<file path="src/rtl/if_stage_pkg.sv">
// rtl/if_stage_pkg.sv - shared constants, state encodings and icache field ranges for if_stage
//
// Purpose: single definition point for the fetch stage's reset level, bus
// widths, zero word, FSM states and the icache index/tag bit positions.
// Ports: none (package).

package if_stage_pkg;

  localparam logic RST_ENABLE = 1'b1;

  localparam int INST_ADDR_W = 32;
  localparam int INST_DATA_W = 32;

  localparam logic [INST_DATA_W-1:0] ZERO_WORD = '0;
  localparam logic [INST_ADDR_W-1:0] PC_STEP   = INST_ADDR_W'(4);

  // Direct-mapped icache: index = pc[7:2], tag = pc[17:8]
  localparam int IDX_LSB     = 2;
  localparam int IDX_MSB     = 7;
  localparam int TAG_LSB     = 8;
  localparam int TAG_MSB     = 17;
  localparam int IDX_W       = IDX_MSB - IDX_LSB + 1;
  localparam int TAG_W       = TAG_MSB - TAG_LSB + 1;
  localparam int CACHE_DEPTH = 1 << IDX_W;

  typedef enum logic [1:0] {
    ST_IDLE     = 2'd0,
    ST_WAIT_MEM = 2'd1,
    ST_HOLD     = 2'd2,
    ST_DISCARD  = 2'd3
  } if_state_e;

endpackage

</file>
<file path="src/rtl/if_stage_icache.sv">
// rtl/if_stage_icache.sv - direct-mapped instruction cache array (lookup plus write port)
//
// Purpose: 64-entry direct-mapped store of {valid, tag, word}.
// Ports:
//   clk_in, rst_in        clock, synchronous active-high reset (clears valid bits)
//   rd_index, rd_tag      combinational lookup key
//   rd_hit, rd_word       lookup result
//   wr_en, wr_index,
//   wr_tag, wr_word       unconditional overwrite of the indexed entry

module icache
  import if_stage_pkg::*;
(
  input  logic                   clk_in,
  input  logic                   rst_in,
  input  logic [IDX_W-1:0]       rd_index,
  input  logic [TAG_W-1:0]       rd_tag,
  output logic                   rd_hit,
  output logic [INST_DATA_W-1:0] rd_word,
  input  logic                   wr_en,
  input  logic [IDX_W-1:0]       wr_index,
  input  logic [TAG_W-1:0]       wr_tag,
  input  logic [INST_DATA_W-1:0] wr_word
);

  logic [CACHE_DEPTH-1:0] valid;
  logic [TAG_W-1:0]       tags  [CACHE_DEPTH];
  logic [INST_DATA_W-1:0] words [CACHE_DEPTH];

  // Only the valid bits need a reset; tag/data stay reset-free so the
  // arrays can map onto plain RAM.
  always_ff @(posedge clk_in) begin
    if (rst_in == RST_ENABLE) begin
      valid <= '0;
    end else if (wr_en) begin
      valid[wr_index] <= 1'b1;
    end
  end

  always_ff @(posedge clk_in) begin
    if (wr_en) begin
      tags[wr_index]  <= wr_tag;
      words[wr_index] <= wr_word;
    end
  end

  assign rd_hit  = valid[rd_index] && (tags[rd_index] == rd_tag);
  assign rd_word = words[rd_index];

endmodule

</file>
<file path="src/rtl/if_stage.sv">
// rtl/if_stage.sv - instruction fetch stage with direct-mapped icache and miss FSM
//
// Purpose: generates the PC, looks it up in the icache, fetches misses from
// the memory controller and presents pc/instruction to the IF/ID register.
// Ports:
//   clk_in, rst_in, rdy_in          clock, sync active-high reset, global ready
//   stall_in[5:0]                   stall vector; bit 0 freezes PC generation
//   branch_flag_in/target_in        one-cycle redirect from EX
//   mem_req_out, mem_addr_out       fetch request to memory controller
//   mem_done_in, mem_data_in        fetch completion pulse and word
//   pc_out, inst_out                IF/ID outputs (0/0 when nothing is emitted)
//   stall_req_out                   asks for an IF freeze while a miss is pending

module if_stage
  import if_stage_pkg::*;
(
  input  logic                   clk_in,
  input  logic                   rst_in,
  input  logic                   rdy_in,
  input  logic [5:0]             stall_in,
  input  logic                   branch_flag_in,
  input  logic [INST_ADDR_W-1:0] branch_target_in,
  output logic                   mem_req_out,
  output logic [INST_ADDR_W-1:0] mem_addr_out,
  input  logic                   mem_done_in,
  input  logic [INST_DATA_W-1:0] mem_data_in,
  output logic [INST_ADDR_W-1:0] pc_out,
  output logic [INST_DATA_W-1:0] inst_out,
  output logic                   stall_req_out
);

  if_state_e              state;
  logic [INST_ADDR_W-1:0] pc;
  logic [INST_DATA_W-1:0] hold_word;
  logic                   cache_hit;
  logic [INST_DATA_W-1:0] cache_word;
  logic                   cache_we;
  logic                   stall_if;
  logic                   unused_stall;

  assign stall_if     = stall_in[0];
  assign unused_stall = ^stall_in[5:1];

  // A returning word is always written back, even when a redirect makes it
  // stale for the pipeline; it is still a correct copy of memory.
  assign cache_we = (rst_in != RST_ENABLE) && rdy_in && mem_done_in &&
                    ((state == ST_WAIT_MEM) || (state == ST_DISCARD));

  icache u_icache (
    .clk_in   (clk_in),
    .rst_in   (rst_in),
    .rd_index (pc[IDX_MSB:IDX_LSB]),
    .rd_tag   (pc[TAG_MSB:TAG_LSB]),
    .rd_hit   (cache_hit),
    .rd_word  (cache_word),
    .wr_en    (cache_we),
    .wr_index (mem_addr_out[IDX_MSB:IDX_LSB]),
    .wr_tag   (mem_addr_out[TAG_MSB:TAG_LSB]),
    .wr_word  (mem_data_in)
  );

  always_ff @(posedge clk_in) begin
    if (rst_in == RST_ENABLE) begin
      state         <= ST_IDLE;
      pc            <= '0;
      pc_out        <= '0;
      inst_out      <= ZERO_WORD;
      hold_word     <= ZERO_WORD;
      mem_req_out   <= 1'b0;
      mem_addr_out  <= '0;
      stall_req_out <= 1'b0;
    end else if (rdy_in) begin
      // Default: bubble; only the emit paths below override it.
      pc_out   <= '0;
      inst_out <= ZERO_WORD;
      if (branch_flag_in) begin
        pc <= branch_target_in;
        case (state)
          ST_WAIT_MEM, ST_DISCARD: begin
            if (mem_done_in) begin
              mem_req_out   <= 1'b0;
              stall_req_out <= 1'b0;
              state         <= ST_IDLE;
            end else begin
              // Request keeps its old address until memory answers.
              state <= ST_DISCARD;
            end
          end
          default: state <= ST_IDLE;
        endcase
      end else begin
        case (state)
          ST_IDLE: begin
            if (cache_hit) begin
              if (!stall_if) begin
                pc_out   <= pc;
                inst_out <= cache_word;
                pc       <= pc + PC_STEP;
              end else begin
                hold_word <= cache_word;
                state     <= ST_HOLD;
              end
            end else begin
              mem_req_out   <= 1'b1;
              mem_addr_out  <= pc;
              stall_req_out <= 1'b1;
              state         <= ST_WAIT_MEM;
            end
          end
          ST_WAIT_MEM: begin
            if (mem_done_in) begin
              mem_req_out   <= 1'b0;
              stall_req_out <= 1'b0;
              if (!stall_if) begin
                pc_out   <= pc;
                inst_out <= mem_data_in;
                pc       <= pc + PC_STEP;
                state    <= ST_IDLE;
              end else begin
                hold_word <= mem_data_in;
                state     <= ST_HOLD;
              end
            end
          end
          ST_HOLD: begin
            if (!stall_if) begin
              pc_out   <= pc;
              inst_out <= hold_word;
              pc       <= pc + PC_STEP;
              state    <= ST_IDLE;
            end
          end
          ST_DISCARD: begin
            if (mem_done_in) begin
              mem_req_out   <= 1'b0;
              stall_req_out <= 1'b0;
              state         <= ST_IDLE;
            end
          end
          default: state <= ST_IDLE;
        endcase
      end
    end
  end

endmodule

</file>
<file path="config.mk">
export PLATFORM = sky130hd
export DESIGN_NAME = if_stage
export DESIGN_NICKNAME = d
export VERILOG_FILES = /design/src/rtl/if_stage_pkg.sv /design/src/rtl/if_stage_icache.sv /design/src/rtl/if_stage.sv
export SDC_FILE = /design/constraint.sdc
export NUM_CORES = 2
export LEC_CHECK = 0
export ABC_AREA = 1
export CORE_ASPECT_RATIO = 1.4
export CORE_UTILIZATION = 25
export CTS_CLUSTER_SIZE = 25
export DETAILED_ROUTE_END_ITERATION = 10
export PLACE_DENSITY_LB_ADDON = 0.3
export REMOVE_ABC_BUFFERS = 1
export SETUP_SLACK_MARGIN = 0.5
export SKIP_CTS_REPAIR_TIMING = 1
export SLEW_MARGIN = 5
export SYNTH_ARGS = -nofsm -noshare
export SYNTH_HDL_FRONTEND = slang
export SYNTH_HIERARCHICAL = 1
export SYNTH_SLANG_ARGS = --single-unit
</file>
<file path="constraint.sdc">
create_clock -name clk_in -period 6.2 [get_ports clk_in]
set_input_delay 1.24 -clock clk_in [delete_from_list [all_inputs] [get_ports clk_in]]
set_output_delay 1.24 -clock clk_in [all_outputs]
set_load 0.005 [all_outputs]
</file>
### Yosys cells after proc, flatten, opt, wreduce, memory -nomap -nowiden

Memories as Yosys holds them, arrays and structs flattened. A register that Yosys moved wholly into a read port is not among the register bits.
Cells that the tools add are included.

* bits in registers: 228
* RAM bits: 2688
* bits of input ports: 75
* output and inout port bits: 98
* logic and storage cells: 101
* memories: 2

Memories
* u_icache.words: depth 64, bits a word 32, read ports 1, clocked after memory_dff 1, wr ports 1, RTL line if_stage_icache.sv:28 `logic [INST_DATA_W-1:0] words [CACHE_DEPTH];`
* u_icache.tags: depth 64, bits a word 10, read ports 1, clocked after memory_dff 1, wr ports 1, RTL line if_stage_icache.sv:27 `logic [TAG_W-1:0] tags [CACHE_DEPTH];`

* add/subtract/negate cells: 1
* magnitude comparators: 3
* equal/unequal tests: 15
* mux-type cells: 51
* bitwise operators: 4
* reduce and logical (&&, ||, !) cells: 16

Operators by type and width (count)
* two-way mux 32 bit: 18
* case mux 32 bit (3 select lines): 3
* bitwise OR 64 bit: 1
* case mux 32 bit (2 select lines): 1
* adder 32 x 3 -> 32 bit, second input constant: 1
* two-way mux 6 bit: 4
* two-way mux 2 bit: 9
* != test 3 bit, second input constant: 5
* less-than comparator 6 x 7 -> 1 bit, second input constant: 2
* AND reduction 4 bit: 3
* two-way mux 1 bit: 11
* == test 10 bit: 1
* != test 2 bit, second input constant: 5
* case mux 2 bit (4 select lines): 1
* AND reduction 7 bit: 1
* binary-select mux 1 bit (select 6 bit): 1
* demux 1 bit (select 6 bit): 1
* >= comparator 6 x 1 -> 1 bit, second input constant: 1
* logical AND 1 bit: 5
* AND reduction 5 bit: 1
* == test 2 bit, second input constant: 2
* != test 4 bit, second input constant: 1
* case mux 1 bit (2 select lines): 2
* nonzero test 2 bit: 2
* other kinds (6): 8

### Logic depth before layout (Yosys ltp)

* word-level depth: 8
* gate-level depth with buffers: 28
* mapped depth without buffers: 25

### Modules after synthesis

The synthesis kept the hierarchy.

By module, submodules not included
* icache: instances 1, cells each 8397, area an instance 108223.8 um^2, seq. area each 81998.6 um^2
* if_stage: instances 1, cells each 1246, area an instance 7972.6 um^2, seq. area each 3283.1 um^2

### Worst setup path after synthesis

Ideal clock, no wire load.

* path kind: in2reg
* from: in rdy_in
* to: mem u_icache/tags[10][0] (netlist name), enable pin
* library setup time: 0.443 ns
* arrival time: 4.327 ns
* data required time: 5.757 ns
* setup slack: 1.430 ns
* cell stages on the path: 10
* buffers on the path: 2
* cells stage by stage: clkbuf_1 > inv_1 > clkbuf_1 > nor4_1 > inv_1 > nor2_1 > inv_1 > nor2_1 > inv_1 > nor2_1

* cells in the longest elaborated chain, start to end: 5

Ends and longest elaborated chain
* start, declared: RTL line if_stage.sv:19 `input logic rdy_in,`
* logical AND 1 bit (3 in a row): RTL line if_stage.sv:46 `assign cache_we = (rst_in != RST_ENABLE) && rdy_in && mem_done_in &&`
* named net cache_we: RTL line if_stage.sv:37 `logic cache_we;`
* two-way mux 1 bit: RTL line if_stage_icache.sv:41 `if (wr_en) begin`
* two-way mux 1 bit (not written as such): RTL line if_stage_icache.sv:42 `tags[wr_index] <= wr_tag;`
* end, declared: RTL line if_stage_icache.sv:27

The timed path passes the listed nets, and every way through them passes these cells.

### Worst setup path in the final report

* from: reg pc[2]
* to: reg pc[31]

* cells in the longest elaborated chain, start to end: 5
* elaborated cells on any way between the ends: 11

Ends and longest elaborated chain
* start, declared: RTL line if_stage.sv:33 `logic [INST_ADDR_W-1:0] pc;`
* start signal, assigned: RTL line if_stage.sv:77 `pc <= branch_target_in;`
* start signal, assigned: RTL line if_stage.sv:98 `pc <= pc + PC_STEP;`
* start signal, assigned: RTL line if_stage.sv:117 `pc <= pc + PC_STEP;`
* binary-select mux 1 bit (select 6 bit): RTL line if_stage_icache.sv:47 `assign rd_hit = valid[rd_index] && (tags[rd_index] == rd_tag);`
* two-way mux 1 bit (not written as such): RTL line if_stage_icache.sv:47
* logical AND 1 bit: RTL line if_stage_icache.sv:47
* named net cache_hit: RTL line if_stage.sv:35 `logic cache_hit;`
* != test 3 bit (no line)
* AND reduction 4 bit (no line)

The timed path passes the listed nets, and every way through them passes these cells. The select of a mux whose other input is x is not followed.
A chain may end at the register's enable or synchronous reset.

==> results.cfg <==
[logic_synthesis]
synth-xor-area-share_pct = 0.007538
ys_seq_area_share_pct = 73.39
yosysTopAreaCellShare_pct = 69.47
synth_area_um2 = 116200
synth_fa_ha_area_share_pct = 0.01077
synthTopCellsByArea = edfxtp_1 (69%), o21ai_0 (6.0%), nor2_1 (5.6%)
yosysWarnings = 6
ys.flop_type = edfxtp_1
synth-edff-count = 2688
synth_cell_type_count = 44
synth_cells = 9643
synth-async-reset-ratio_pct = 0
synth-seq-cells = 2916
synth_top_family_by_area = simple AND/OR/NAND/NOR gates
yosys.area_share.simple_pct = 12.20
synth_top_area_cell = edfxtp_1
synthMuxAreaShare_pct = 0
avgSynthCellArea_um2 = 12.05
synth-compound-area-share_pct = 11.07

[global_route]
grt_use_met1_pct = 20.17
globalRouteMet2Util_pct = 29.04
grt_overflow = 0
grt_pass1_wl_mm = 560.9
grt_antenna_before_repair = 20
grt_pass1_vias = 74330
grt_max_degree = 171
grt.total_usage_pct = 16.59
grt_busiest_layer = met2
met3_usage_pct = 2.420

[critical_path]
worst_setup_path_start_kind = register
crit_slowest_cell = buf_12
crit_family = simple AND/OR/NAND/NOR gates
path_buf_inv = 4
endpoint_kind = register
crit_type = reg -> reg
rr_worst_depth = 23
path_cells = buf_12 > buf_12 > nand2_1 > nand3_1 > nand3_1 > nand3_1 > nand3_1 > nand3_1 > and2_1 > nand2_1 > inv_1 > nand2_1 > nor2_1 > nand2_1 > nor2_1 > nor2_1 > nand3_2 > nand2_1 > nor2_4 > buf_4 > o21ai_0 > nor2_1 > nor2_1
crit_arrival_ps = 5480
critPathRequiredTime_ps = 6960
cp.depth = 23
crit_fanout = 170
cpPeakStageDelay_ps = 560

[pwr]
powerDensity_nw_per_um2 = 313.1
p_comb_share_pct = 8.5
p_sw_uw = 10220
seqPwrFrac_pct = 51.0
max-vdd-ir-drop_v = 0.0002123
power_frac_clock_pct = 40.4
p_leak_uw = 0.04316
switching_share_pct = 24.30
internal_power_uw = 31850

[drt]
drc = 0
drt_wl_total_mm = 402.3
drtPass1Iterations = 5
drt_iter0_markers = 7187
drtAntennaViolNets = 0
routed_via_density = 4.907
num_vias = 78520
post_drt_wl_per_cell_um = 25.14

[timing]
fin_tns_setup_ps = 0
finalMaxSlewViolations = 0
max-slew-margin-rel_pct = 17.19
post-route-period-util_pct = 76.16
worst_slew_pin_slew_ps = 1231
timing.final.hold_violations = 0
skew_ps = 79.51
setup_viol = 0
timing.fmax_mhz = 211.8
rsz0062_at_grt = no
fin_crit_ps = 4722

[run]
cap_violations = 0

[floorplanning]
die_height_um = 808.7
io_pins = 173
core.rowCount = 295
core_area_um2 = 461700
die_x_um = 578.2
initial_core_util_pct = 25.16
die-area_um2 = 467600

[clock_network]
clock_latency_ps = 900
cts_max_level = 5
clk_path_buf_depth = 4
cts_tree = built
path_clk_slew_ps = 60
numCtsBuffers = 277
cts-root-buf = clkbuf_16
clock_sinks = 2916

[status]
outcome = finished, final reports clean

[place]
place.gp.congestion = 0.7952
numPlacedInstances = 15510
numPortBuffers = 167
dp.final_hpwl_mm = 220.8

[min_path]
hold_path_class = reg -> reg
worstHoldPathCells = 2

[cells_and_area]
fin_cells = 16000
area_growth_syn_to_layout_pct = 15.65
nets = 9775
multi_input_area_um2 = 27560
seqCellArea_um2 = 85320
fillers = 47020
layout-drive-gt1-share_pct = 8.184
final cells by class:
type                            instances  area share [%]
Inverter                              149          0.4572
Antenna cell                            5        0.009311
Multi-Input combinational cell       5897           20.51
Tap cell                             6088           5.669
Clock inverter                        118          0.8650
Clock buffer                          372           5.667
Timing Repair Buffer                  458           3.334
Sequential cell                      2916           63.49
path summary, 6_finish.rpt:
check,start,end,slack (ps)
worst max-delay path,pc[2],pc[31],1480
worst min-delay path,mem_addr_out[23],mem_addr_out[23],460
worst max register to register,pc[2],pc[31],1480
worst min register to register,mem_addr_out[23],mem_addr_out[23],460
sequential cells by signal, indices dropped and copies added, names as in the netlist, 2 cells and up:
register / count
mem_addr_out: 32
u_icache/tags: 640
u_icache/valid: 64
pc: 32
u_icache/words: 2048
inst_out: 32
pc_out: 32
state: 2
hold_word: 32
synthesized netlist by cell type, types with 18 or more instances:
library cell	number
o221ai_1	31
dfxtp_1	228
nor3_1	18
buf_4	101
a21oi_1	164
clkbuf_1	386
buf_2	143
o22ai_1	664
o21ai_0	1389
buf_1	27
nand2_1	1146
inv_1	140
buf_6	21
edfxtp_1	2688
nor2_1	1732
o21ai_1	66
nand3_1	613
layout by cell type (no fill, tap or decap), drive strengths merged:
cell type,n
and2,2
a22oi,1
nand4,2
nand2,1147
a31oi,7
and3,1
a21oi,164
nor3,18
o2111ai,2
bufinv,19
buf,325
clkinv,87
nand3,614
or3,2
clkdlybuf4s50,133
o221ai,31
xor2,1
or2,13
nand3b,5
ha,1
inv,156
nor2,1735
o22ai,664
nor4,1
diode,5
edfxtp,2688
o31ai,6
o32ai,17
clkbuf,372
o21ai,1455
dfxtp,228
clkinvlp,5
o211ai,8
per-stage QoR:
| stage | setup WS (ps) | util (%) | instance area [µm²] | hold WS, ps | total power, µW |
|---|---|---|---|---|---|
| floorplan | -80030 | - | 112900 | 440.2 | 24300 |
| CTS | 1512 | 29.10 | 134400 | 463.2 | 42410 |
| global placement | 1219 | 27.20 | 125600 | 449.4 | 25500 |
| detailed placement | 1211 | 27.20 | 125600 | 453.9 | 25500 |
| global route | 1145 | 29.10 | 134400 | 478.8 | 43330 |
| finish | 1478 | 29.10 | 134400 | 459.3 | 42080 |
metal layers:
| metal | part of all wire (%) | wire length, µm |
|---|---|---|
| met1 | 39 | 158600 |
| met2 | 50 | 199900 |
| met3 | 6.3 | 25360 |
| met4 | 4.6 | 18320 |
| met5 | 0.011 | 44 |
worst min-delay path, stage by stage (launching register included):
cell,delay [ps]
dfxtp_1,310
nand2_1,60
a21oi_1,50
power by group through the flow:
stage	Clock [µW]	Sequential, µW	Combinational (µW)
2_1_floorplan	0	22100	2180
3_3_place_gp	0	21900	3590
3_5_place_dp	0	21900	3590
4_1_cts	17300	21500	3600
5_1_grt	18000	21500	3910
6_report	17000	21500	3590
logic make-up after synthesis:
kind of cell / count (synthesis)
adders and majority gates: 1
and+or+nand+nor: 3540
buffers and inverters: 830
xor gates and xnor gates: 1
DFF: 2916
AOI/OAI and AO/OA: 2355
No activity file was read; power rests on OpenSTA's default activity.
